**src/rtl/load_store_unit_pkg.sv**
```systemverilog
// Shared definitions for the load/store unit.
//
// Holds the data-width macro, the request size encodings, the FSM state
// encodings and a small alignment helper used by the optional misalignment
// trap (enabled by defining LSU_MISALIGN_TRAP_EN when building the top).

`ifndef LSU_DATA_W
`define LSU_DATA_W 64
`endif

package load_store_unit_pkg;

    localparam int DATA_W = `LSU_DATA_W;

    typedef enum logic [1:0] {
        SIZE_BYTE    = 2'b00,
        SIZE_HALF    = 2'b01,
        SIZE_WORD    = 2'b10,
        SIZE_ILLEGAL = 2'b11
    } lsuSize_t;

    typedef enum logic [2:0] {
        IDLE     = 3'd0,
        LD_WAIT  = 3'd1,
        RMW_WAIT = 3'd2,
        RMW_WR   = 3'd3,
        ST_WR    = 3'd4,
        RESP     = 3'd5
    } lsuState_t;

    // A half access must sit on an even address, a word access on a
    // multiple of four; bytes are always aligned.
    function automatic logic isMisaligned(input lsuSize_t size, input logic [1:0] addrLow);
        logic result;
        result = 1'b0;
        case (size)
            SIZE_HALF: result = addrLow[0];
            SIZE_WORD: result = (addrLow != 2'b00);
            default:   result = 1'b0;
        endcase
        return result;
    endfunction

endpackage

```
**src/rtl/lsu_align.sv**
```systemverilog
// Combinational data alignment for the load/store unit.
//
// Ports:
//   size       - access size of the captured request
//   isUnsigned - zero-extend loads when 1, sign-extend when 0
//   memWord    - 32-bit little-endian word returned by memory
//   storeData  - low 16 bits of the store data
//   loadData   - extracted and extended load result
//   mergedWord - memWord with its low 1 or 2 bytes replaced by storeData

module lsu_align
    import load_store_unit_pkg::*;
(
    input  lsuSize_t          size,
    input  logic              isUnsigned,
    input  logic [31:0]       memWord,
    input  logic [15:0]       storeData,
    output logic [DATA_W-1:0] loadData,
    output logic [31:0]       mergedWord
);

    // Load extraction always starts at byte lane 0 because the memory port
    // returns the word starting exactly at the request address.
    always_comb begin
        loadData   = '0;
        mergedWord = memWord;
        case (size)
            SIZE_BYTE: begin
                loadData   = {{(DATA_W-8){~isUnsigned & memWord[7]}}, memWord[7:0]};
                mergedWord = {memWord[31:8], storeData[7:0]};
            end
            SIZE_HALF: begin
                loadData   = {{(DATA_W-16){~isUnsigned & memWord[15]}}, memWord[15:0]};
                mergedWord = {memWord[31:16], storeData};
            end
            SIZE_WORD: begin
                loadData   = {{(DATA_W-32){~isUnsigned & memWord[31]}}, memWord};
            end
            default: begin
                loadData   = '0;
            end
        endcase
    end

endmodule

```
**src/rtl/load_store_unit.sv**
```systemverilog
// Load/store unit bridging a single-request CPU interface to a 4-byte
// little-endian memory word port.
//
// Ports:
//   clock, reset            - rising-edge clock, async active-high reset
//   req_valid / req_ready   - request handshake, ready only in IDLE
//   req_write, req_size,
//   req_unsigned, req_addr,
//   req_wdata               - request fields
//   resp_valid, resp_rdata,
//   resp_fault              - one-cycle completion pulse and its payload
//   mem_read_en, mem_write_en,
//   mem_addr, mem_wdata     - registered memory commands
//   mem_rdata               - memory read data, valid while mem_read_en is high
//
// Build option: define LSU_MISALIGN_TRAP_EN to fault misaligned half/word
// accesses instead of issuing them at the unaligned address.

module load_store_unit
    import load_store_unit_pkg::*;
(
    input  logic              clock,
    input  logic              reset,
    input  logic              req_valid,
    output logic              req_ready,
    input  logic              req_write,
    input  logic [1:0]        req_size,
    input  logic              req_unsigned,
    input  logic [DATA_W-1:0] req_addr,
    input  logic [DATA_W-1:0] req_wdata,
    output logic              resp_valid,
    output logic [DATA_W-1:0] resp_rdata,
    output logic              resp_fault,
    output logic              mem_read_en,
    output logic              mem_write_en,
    output logic [DATA_W-1:0] mem_addr,
    output logic [DATA_W-1:0] mem_wdata,
    input  logic [DATA_W-1:0] mem_rdata
);

    lsuState_t         state_q;
    logic              req_ready_q;
    logic              resp_valid_q;
    logic              resp_fault_q;
    logic [DATA_W-1:0] resp_rdata_q;
    logic              mem_read_en_q;
    logic              mem_write_en_q;
    logic [DATA_W-1:0] mem_addr_q;
    logic [DATA_W-1:0] mem_wdata_q;
    lsuSize_t          size_q;
    logic              unsigned_q;
    logic [15:0]       wdata_q;

    lsuSize_t          reqSize;
    logic              misalignFault;
    logic              reqFault;
    logic [DATA_W-1:0] loadData;
    logic [31:0]       mergedWord;
    logic              unusedBits;

    assign reqSize = lsuSize_t'(req_size);

`ifdef LSU_MISALIGN_TRAP_EN
    assign misalignFault = isMisaligned(reqSize, req_addr[1:0]);
`else
    assign misalignFault = 1'b0;
`endif

    assign reqFault = (reqSize == SIZE_ILLEGAL) || misalignFault;

    // Only the low word of memory data and the low word of store data are
    // ever meaningful on a 4-byte port.
    assign unusedBits = &{1'b0, req_wdata[DATA_W-1:32], mem_rdata[DATA_W-1:32]};

    lsu_align u_align (
        .size       (size_q),
        .isUnsigned (unsigned_q),
        .memWord    (mem_rdata[31:0]),
        .storeData  (wdata_q),
        .loadData   (loadData),
        .mergedWord (mergedWord)
    );

    // Request sequencer. Every output is a register; the command pulses
    // default low each cycle so each enable lasts exactly one cycle, and an
    // async reset drops them immediately so an aborted RMW never writes.
    always_ff @(posedge clock or posedge reset) begin
        if (reset) begin
            state_q        <= IDLE;
            req_ready_q    <= 1'b0;
            resp_valid_q   <= 1'b0;
            resp_fault_q   <= 1'b0;
            resp_rdata_q   <= '0;
            mem_read_en_q  <= 1'b0;
            mem_write_en_q <= 1'b0;
            mem_addr_q     <= '0;
            mem_wdata_q    <= '0;
            size_q         <= SIZE_BYTE;
            unsigned_q     <= 1'b0;
            wdata_q        <= '0;
        end else begin
            resp_valid_q   <= 1'b0;
            resp_fault_q   <= 1'b0;
            mem_read_en_q  <= 1'b0;
            mem_write_en_q <= 1'b0;
            case (state_q)
                IDLE: begin
                    if (req_ready_q && req_valid) begin
                        req_ready_q <= 1'b0;
                        size_q      <= reqSize;
                        unsigned_q  <= req_unsigned;
                        wdata_q     <= req_wdata[15:0];
                        if (reqFault) begin
                            state_q      <= RESP;
                            resp_valid_q <= 1'b1;
                            resp_fault_q <= 1'b1;
                            resp_rdata_q <= '0;
                        end else if (req_write && (reqSize == SIZE_WORD)) begin
                            state_q        <= ST_WR;
                            mem_write_en_q <= 1'b1;
                            mem_addr_q     <= req_addr;
                            mem_wdata_q    <= {{(DATA_W-32){1'b0}}, req_wdata[31:0]};
                        end else begin
                            // Loads and sub-word stores both start with a read.
                            state_q       <= req_write ? RMW_WAIT : LD_WAIT;
                            mem_read_en_q <= 1'b1;
                            mem_addr_q    <= req_addr;
                        end
                    end else begin
                        // Covers the first cycle after reset release.
                        req_ready_q <= 1'b1;
                    end
                end
                LD_WAIT: begin
                    state_q      <= RESP;
                    resp_valid_q <= 1'b1;
                    resp_rdata_q <= loadData;
                end
                RMW_WAIT: begin
                    state_q        <= RMW_WR;
                    mem_write_en_q <= 1'b1;
                    mem_wdata_q    <= {{(DATA_W-32){1'b0}}, mergedWord};
                end
                RMW_WR, ST_WR: begin
                    state_q      <= RESP;
                    resp_valid_q <= 1'b1;
                    resp_rdata_q <= '0;
                end
                RESP: begin
                    state_q     <= IDLE;
                    req_ready_q <= 1'b1;
                end
                default: begin
                    state_q     <= IDLE;
                    req_ready_q <= 1'b0;
                end
            endcase
        end
    end

    assign req_ready    = req_ready_q;
    assign resp_valid   = resp_valid_q;
    assign resp_fault   = resp_fault_q;
    assign resp_rdata   = resp_rdata_q;
    assign mem_read_en  = mem_read_en_q;
    assign mem_write_en = mem_write_en_q;
    assign mem_addr     = mem_addr_q;
    assign mem_wdata    = mem_wdata_q;

endmodule

```
**config.mk**
```make
export PLATFORM = sky130hd
export DESIGN_NAME = load_store_unit
export DESIGN_NICKNAME = d
export VERILOG_FILES = /design/src/rtl/load_store_unit_pkg.sv /design/src/rtl/lsu_align.sv /design/src/rtl/load_store_unit.sv
export SDC_FILE = /design/constraint.sdc
export NUM_CORES = 1
export LEC_CHECK = 0
export CAP_MARGIN = 20
export CORE_AREA = 2 2 153 155
export CTS_CLUSTER_DIAMETER = 120
export DETAILED_ROUTE_END_ITERATION = 10
export DIE_AREA = 0 0 155 157
export DONT_BUFFER_PORTS = 1
export SLEW_MARGIN = 10
export SYNTH_ARGS = -nofsm -noshare
export SYNTH_HDL_FRONTEND = slang
export SYNTH_SLANG_ARGS = --single-unit
```
**constraint.sdc**
```tcl
create_clock -name clock -period 12 [get_ports clock]
set_input_delay 3.6 -clock clock [delete_from_list [all_inputs] [get_ports clock]]
set_output_delay 3.6 -clock clock [all_outputs]
set_load 0.02 [all_outputs]
```
# == After elaboration in Yosys (flattened, before gate mapping) ==
# Index checks and enable logic that the tools add are counted.
# totals
word_cells,71
input_bits,199
register_bits,219
output_inout_bits,197
# op_classes
n_reduce_logical,13
n_bitwise,5
n_eq_ne,13
muxes,28
# op_table
operator,count
64-bit case mux with 3 select lines,2
64-bit 2-to-1 mux,5
64-bit case mux with 2 select lines,1
16-bit case mux with 2 select lines,1
1-bit 2-to-1 mux,11
3-bit 2-to-1 mux,3
3-bit case mux with 3 select lines,1
2-bit inequality test (second input constant),4
2-bit equality test (second input constant),3
3-bit by 2-bit equality test with 1-bit output (second input constant),2
3-bit equality test (second input constant),2
3-bit AND reduction,2
1-bit case mux with 2 select lines,2
4-bit AND reduction,1
4-bit OR reduction,1
1-bit AND,3
3-bit by 1-bit equality test with 1-bit output (second input constant),1
3-bit zero test,1
1-bit case mux with 3 select lines,1
3-bit nonzero test,1
3-bit OR reduction,1
2-bit by 1-bit equality test with 1-bit output (second input constant),1
1-bit logical AND,2
2-bit zero test,1
other kinds (5),6

# == Logic depth before layout (Yosys ltp) ==
# depth
ltp_word,6
ltp_mapped,7
depth_no_buf,4

# == Modules after synthesis ==
# From an unflattened synthesis, not the netlist that was laid out.
# hier_totals
cells_unflattened,701
area_unflattened_um2,8612.0
# by_module_without_submodules
module,area_per_inst_um2,cells_per_inst,n_inst,seq_area_each_um2
load_store_unit,7569.8,570,1,4679.5
lsu_align,1042.2,131,1,0.0

# == Worst setup path before layout ==
# OpenSTA, ideal clock, no wires.
# synth_path
path_type,flip-flop to output port
start,"register, netlist name resp_rdata[62]"
end,output port resp_rdata[33]
required_time_ns,8.400
stages_incl_launch_ff,2
n_path_buf,1
arrival_time_ns,1.159
setup_slack_ns,7.241
cell_sequence,dfrtp_1 > buf_4
# synth_rtl
item,line,rtl
to (decl),load_store_unit.sv:32,"output logic [DATA_W-1:0] resp_rdata,"

==> impl_metrics.env <==
export IMPL_path_cells="buf_16"
export IMPL_cts_clk_slew_worst_paths_ps=70
export IMPL_design_core_area_um2=22500
export IMPL_drc=0
export IMPL_synth_warnings=0
export IMPL_setup_violations=0
export IMPL_hold_buffers=0
export IMPL_cts_path_max_buffers=2
export IMPL_async_reset_ff_share_pct=100
export IMPL_synth_seq_area_share_pct=55.2
export IMPL_antenna_found_initial=0
export IMPL_crit_path_start_kind="flop"
export IMPL_fin_setup_tns_ps=0
export IMPL_n_antenna_cell=0
export IMPL_period_minus_slack_ps=5500
export IMPL_synth_edff_count=0
export IMPL_route_antenna_remaining_nets=0
export IMPL_grt_pass1_wl_mm=27.5
export IMPL_criticalPathCategory="flop to output port"
export IMPL_grt_max_degree=88
export IMPL_finalCritPeriodShare_pct=45.9
export IMPL_reg2reg_from="req_ready$_DFFE_PP0N_"
export IMPL_status="finished, final reports clean"
export IMPL_max_freq_mhz=182
export IMPL_vias=4508
export IMPL_tightest_slew_ps=1040
export IMPL_grt_total_usage_pct=14.9
export IMPL_relSlewSlack_pct=30.4
export IMPL_place_ws_ps=6300
export IMPL_io_pins=396
export IMPL_dieArea_um2=24300
export IMPL_dp_hpwl_mm=12.7
export IMPL_vias_per_cell=5.08
export IMPL_overflow=0
export IMPL_path_max_fanout=18
export IMPL_maxSlewViolCount=0
export IMPL_finish_net_count=790
export IMPL_start_util_pct=31.4
export IMPL_cpLargestDelayFamily="flip-flops"
export IMPL_path_buf_inv=1
export IMPL_rows=55
export IMPL_cts_setup_buffers=0
export IMPL_setup_ws_ps=6500
export IMPL_critPathArrivalTime_ps=1900
export IMPL_max_stage_delay_ps=1060
export IMPL_syn_inst=638
export IMPL_cts_buffers_inserted=17
export IMPL_clock_sinks=156
export IMPL_vdd_ir_drop_max_mv=0.121
export IMPL_utilization_pct=33.5
export IMPL_worstHoldStart="wdata_q[4]$_DFFE_PP0P_"
export IMPL_area_growth_pct=6.63
export IMPL_holdWs_ps=472
export IMPL_total_power_mw=2.39
export IMPL_io_buffer_count=0
export IMPL_first_pass_iters=6
export IMPL_clock_root_buffer="clkbuf_16"
export IMPL_place_gp_congestion=0.752
export IMPL_die_w_um=155
export IMPL_skew_ps=8.65
export IMPL_cts_tree="yes"
export IMPL_worstPathRequired_ps=8400
export IMPL_p_per_area_nw_per_um2=317
export IMPL_fp_dieH_um=157
export IMPL_synth_flop_cell="dfrtp_1"
export IMPL_finalWirelength_mm=19.0
export IMPL_slowest_stage="dfrtp_4"
export IMPL_htree_levels=4
export IMPL_finalHoldViolCount=0
export IMPL_leakage_nw=3.48
export IMPL_rsz0062_at_grt="no"
export IMPL_insertion_delay_ps=420
export IMPL_ys_seq_elements=156
export IMPL_drv_cap=0
export IMPL_end_kind="output port"
export IMPL_avgSynthCellArea_um2=11.1
export IMPL_synth_cell_type_count=39
export IMPL_hp_class="flop to flop"
export IMPL_drive_above_1_share_pct=17.1
export IMPL_drt_iter0_markers=243
export IMPL_cts_repair_resized=0
export IMPL_syn_cell_area_um2=7070
export IMPL_post_drt_wl_per_cell_um=21.4
export IMPL_startpoint="resp_rdata[62]$_DFFE_PP0P_"
export IMPL_first_global_vias=4460
sequential cells by signal (all words and copies together) (netlist names), 2 cells and up:
name / cells
size_q: 2
wdata_q: 16
state_q: 3
mem_wdata: 32
resp_rdata: 33
mem_addr: 64
cell families after synthesis:
group                  after synthesis  synth area share, %
buffers and inverters              111                 10.6
multiplexers                        80                 12.5
AND/OR/NAND/NOR                    139                 8.32
flip-flops                         156                 55.2
other                                1               0.0530
AO/OA/AOI/OAI                      151                 13.4
layout by cell type (no fill, tap or decap), types with 5 or more instances in the layout:
master     count
a21oi_1       67
a22o_1        32
a22oi_1       16
buf_4          8
clkbuf_16     17
conb_1        32
dfrtp_1      154
inv_6          5
mux2_1        11
mux2_2        53
mux2i_1       16
nand2_1       98
nor2_1        24
o21ai_0       27
metrics by stage:
stage,instance area [um2],std cells
5_1_grt,7540,888
2_1_floorplan,7190,669
3_3_place_gp,6930,856
6_report,7540,888
3_5_place_dp,6930,856
4_1_cts,7530,887
path summary, 6_finish.rpt:
check                           cells after the start  slack (ps)                        to
worst max-delay path                                1        6500            resp_rdata[56]
worst min-delay path                                2         470    wdata_q[4]$_DFFE_PP0P_
worst max register to register                      5        9260  mem_addr[58]$_DFFE_PP0P_
worst min register to register                      2         470    wdata_q[4]$_DFFE_PP0P_
max in group asynchronous                           2        7320     size_q[1]$_DFFE_PP0P_
min in group asynchronous                           1        3180  mem_addr[56]$_DFFE_PP0P_
cell type report:
cell class                      count  area [um2]
Fill cell                        2229       15000
Sequential cell                   156        3910
Multi-Input combinational cell    402        2560
Clock buffer                       17         425
Tap cell                          285         357
Clock inverter                     14         179
Timing Repair Buffer                9        87.6
Inverter                            5        23.8
cells in the mapped netlist, types with 2 or more instances:
| cell type | instances | area (um2) |
|---|---|---|
| a21oi_1 | 67 | 335 |
| nor2_1 | 24 | 90.1 |
| mux2_2 | 53 | 597 |
| nand2_1 | 98 | 368 |
| o22ai_1 | 2 | 12.5 |
| a22oi_1 | 16 | 120 |
| inv_1 | 5 | 18.8 |
| a22o_1 | 32 | 280 |
| mux2_1 | 11 | 124 |
| dfrtp_1 | 156 | 3900 |
| buf_6 | 9 | 101 |
| buf_2 | 19 | 95.1 |
| o21ai_0 | 27 | 135 |
| mux2i_1 | 16 | 160 |
| clkbuf_1 | 13 | 48.8 |
| buf_4 | 64 | 480 |
| nand2b_1 | 4 | 25.0 |
where the power goes:
part	leakage (nW)	internal [mW]	switching, mW	total [mW]
registers	1.94	0.759	0.509	1.27
logic	1.25	0.259	0.308	0.567
clock network	0.293	0.315	0.244	0.559
per-layer routing:
| layer | share of wire, % | GRT usage [%] | vias up | wire length (um) |
|---|---|---|---|---|
| li1 | - | - | 2012 | - |
| met1 | 41 | 19.2 | 2275 | 7730 |
| met2 | 50 | 23.7 | 201 | 9440 |
| met3 | 8.3 | 4.74 | 20 | 1580 |
| met4 | 1.5 | 5.16 | 0 | 290 |
| met5 | 0 | 0 | - | 0 |
Note: power is estimated with default switching activity, not from simulation.
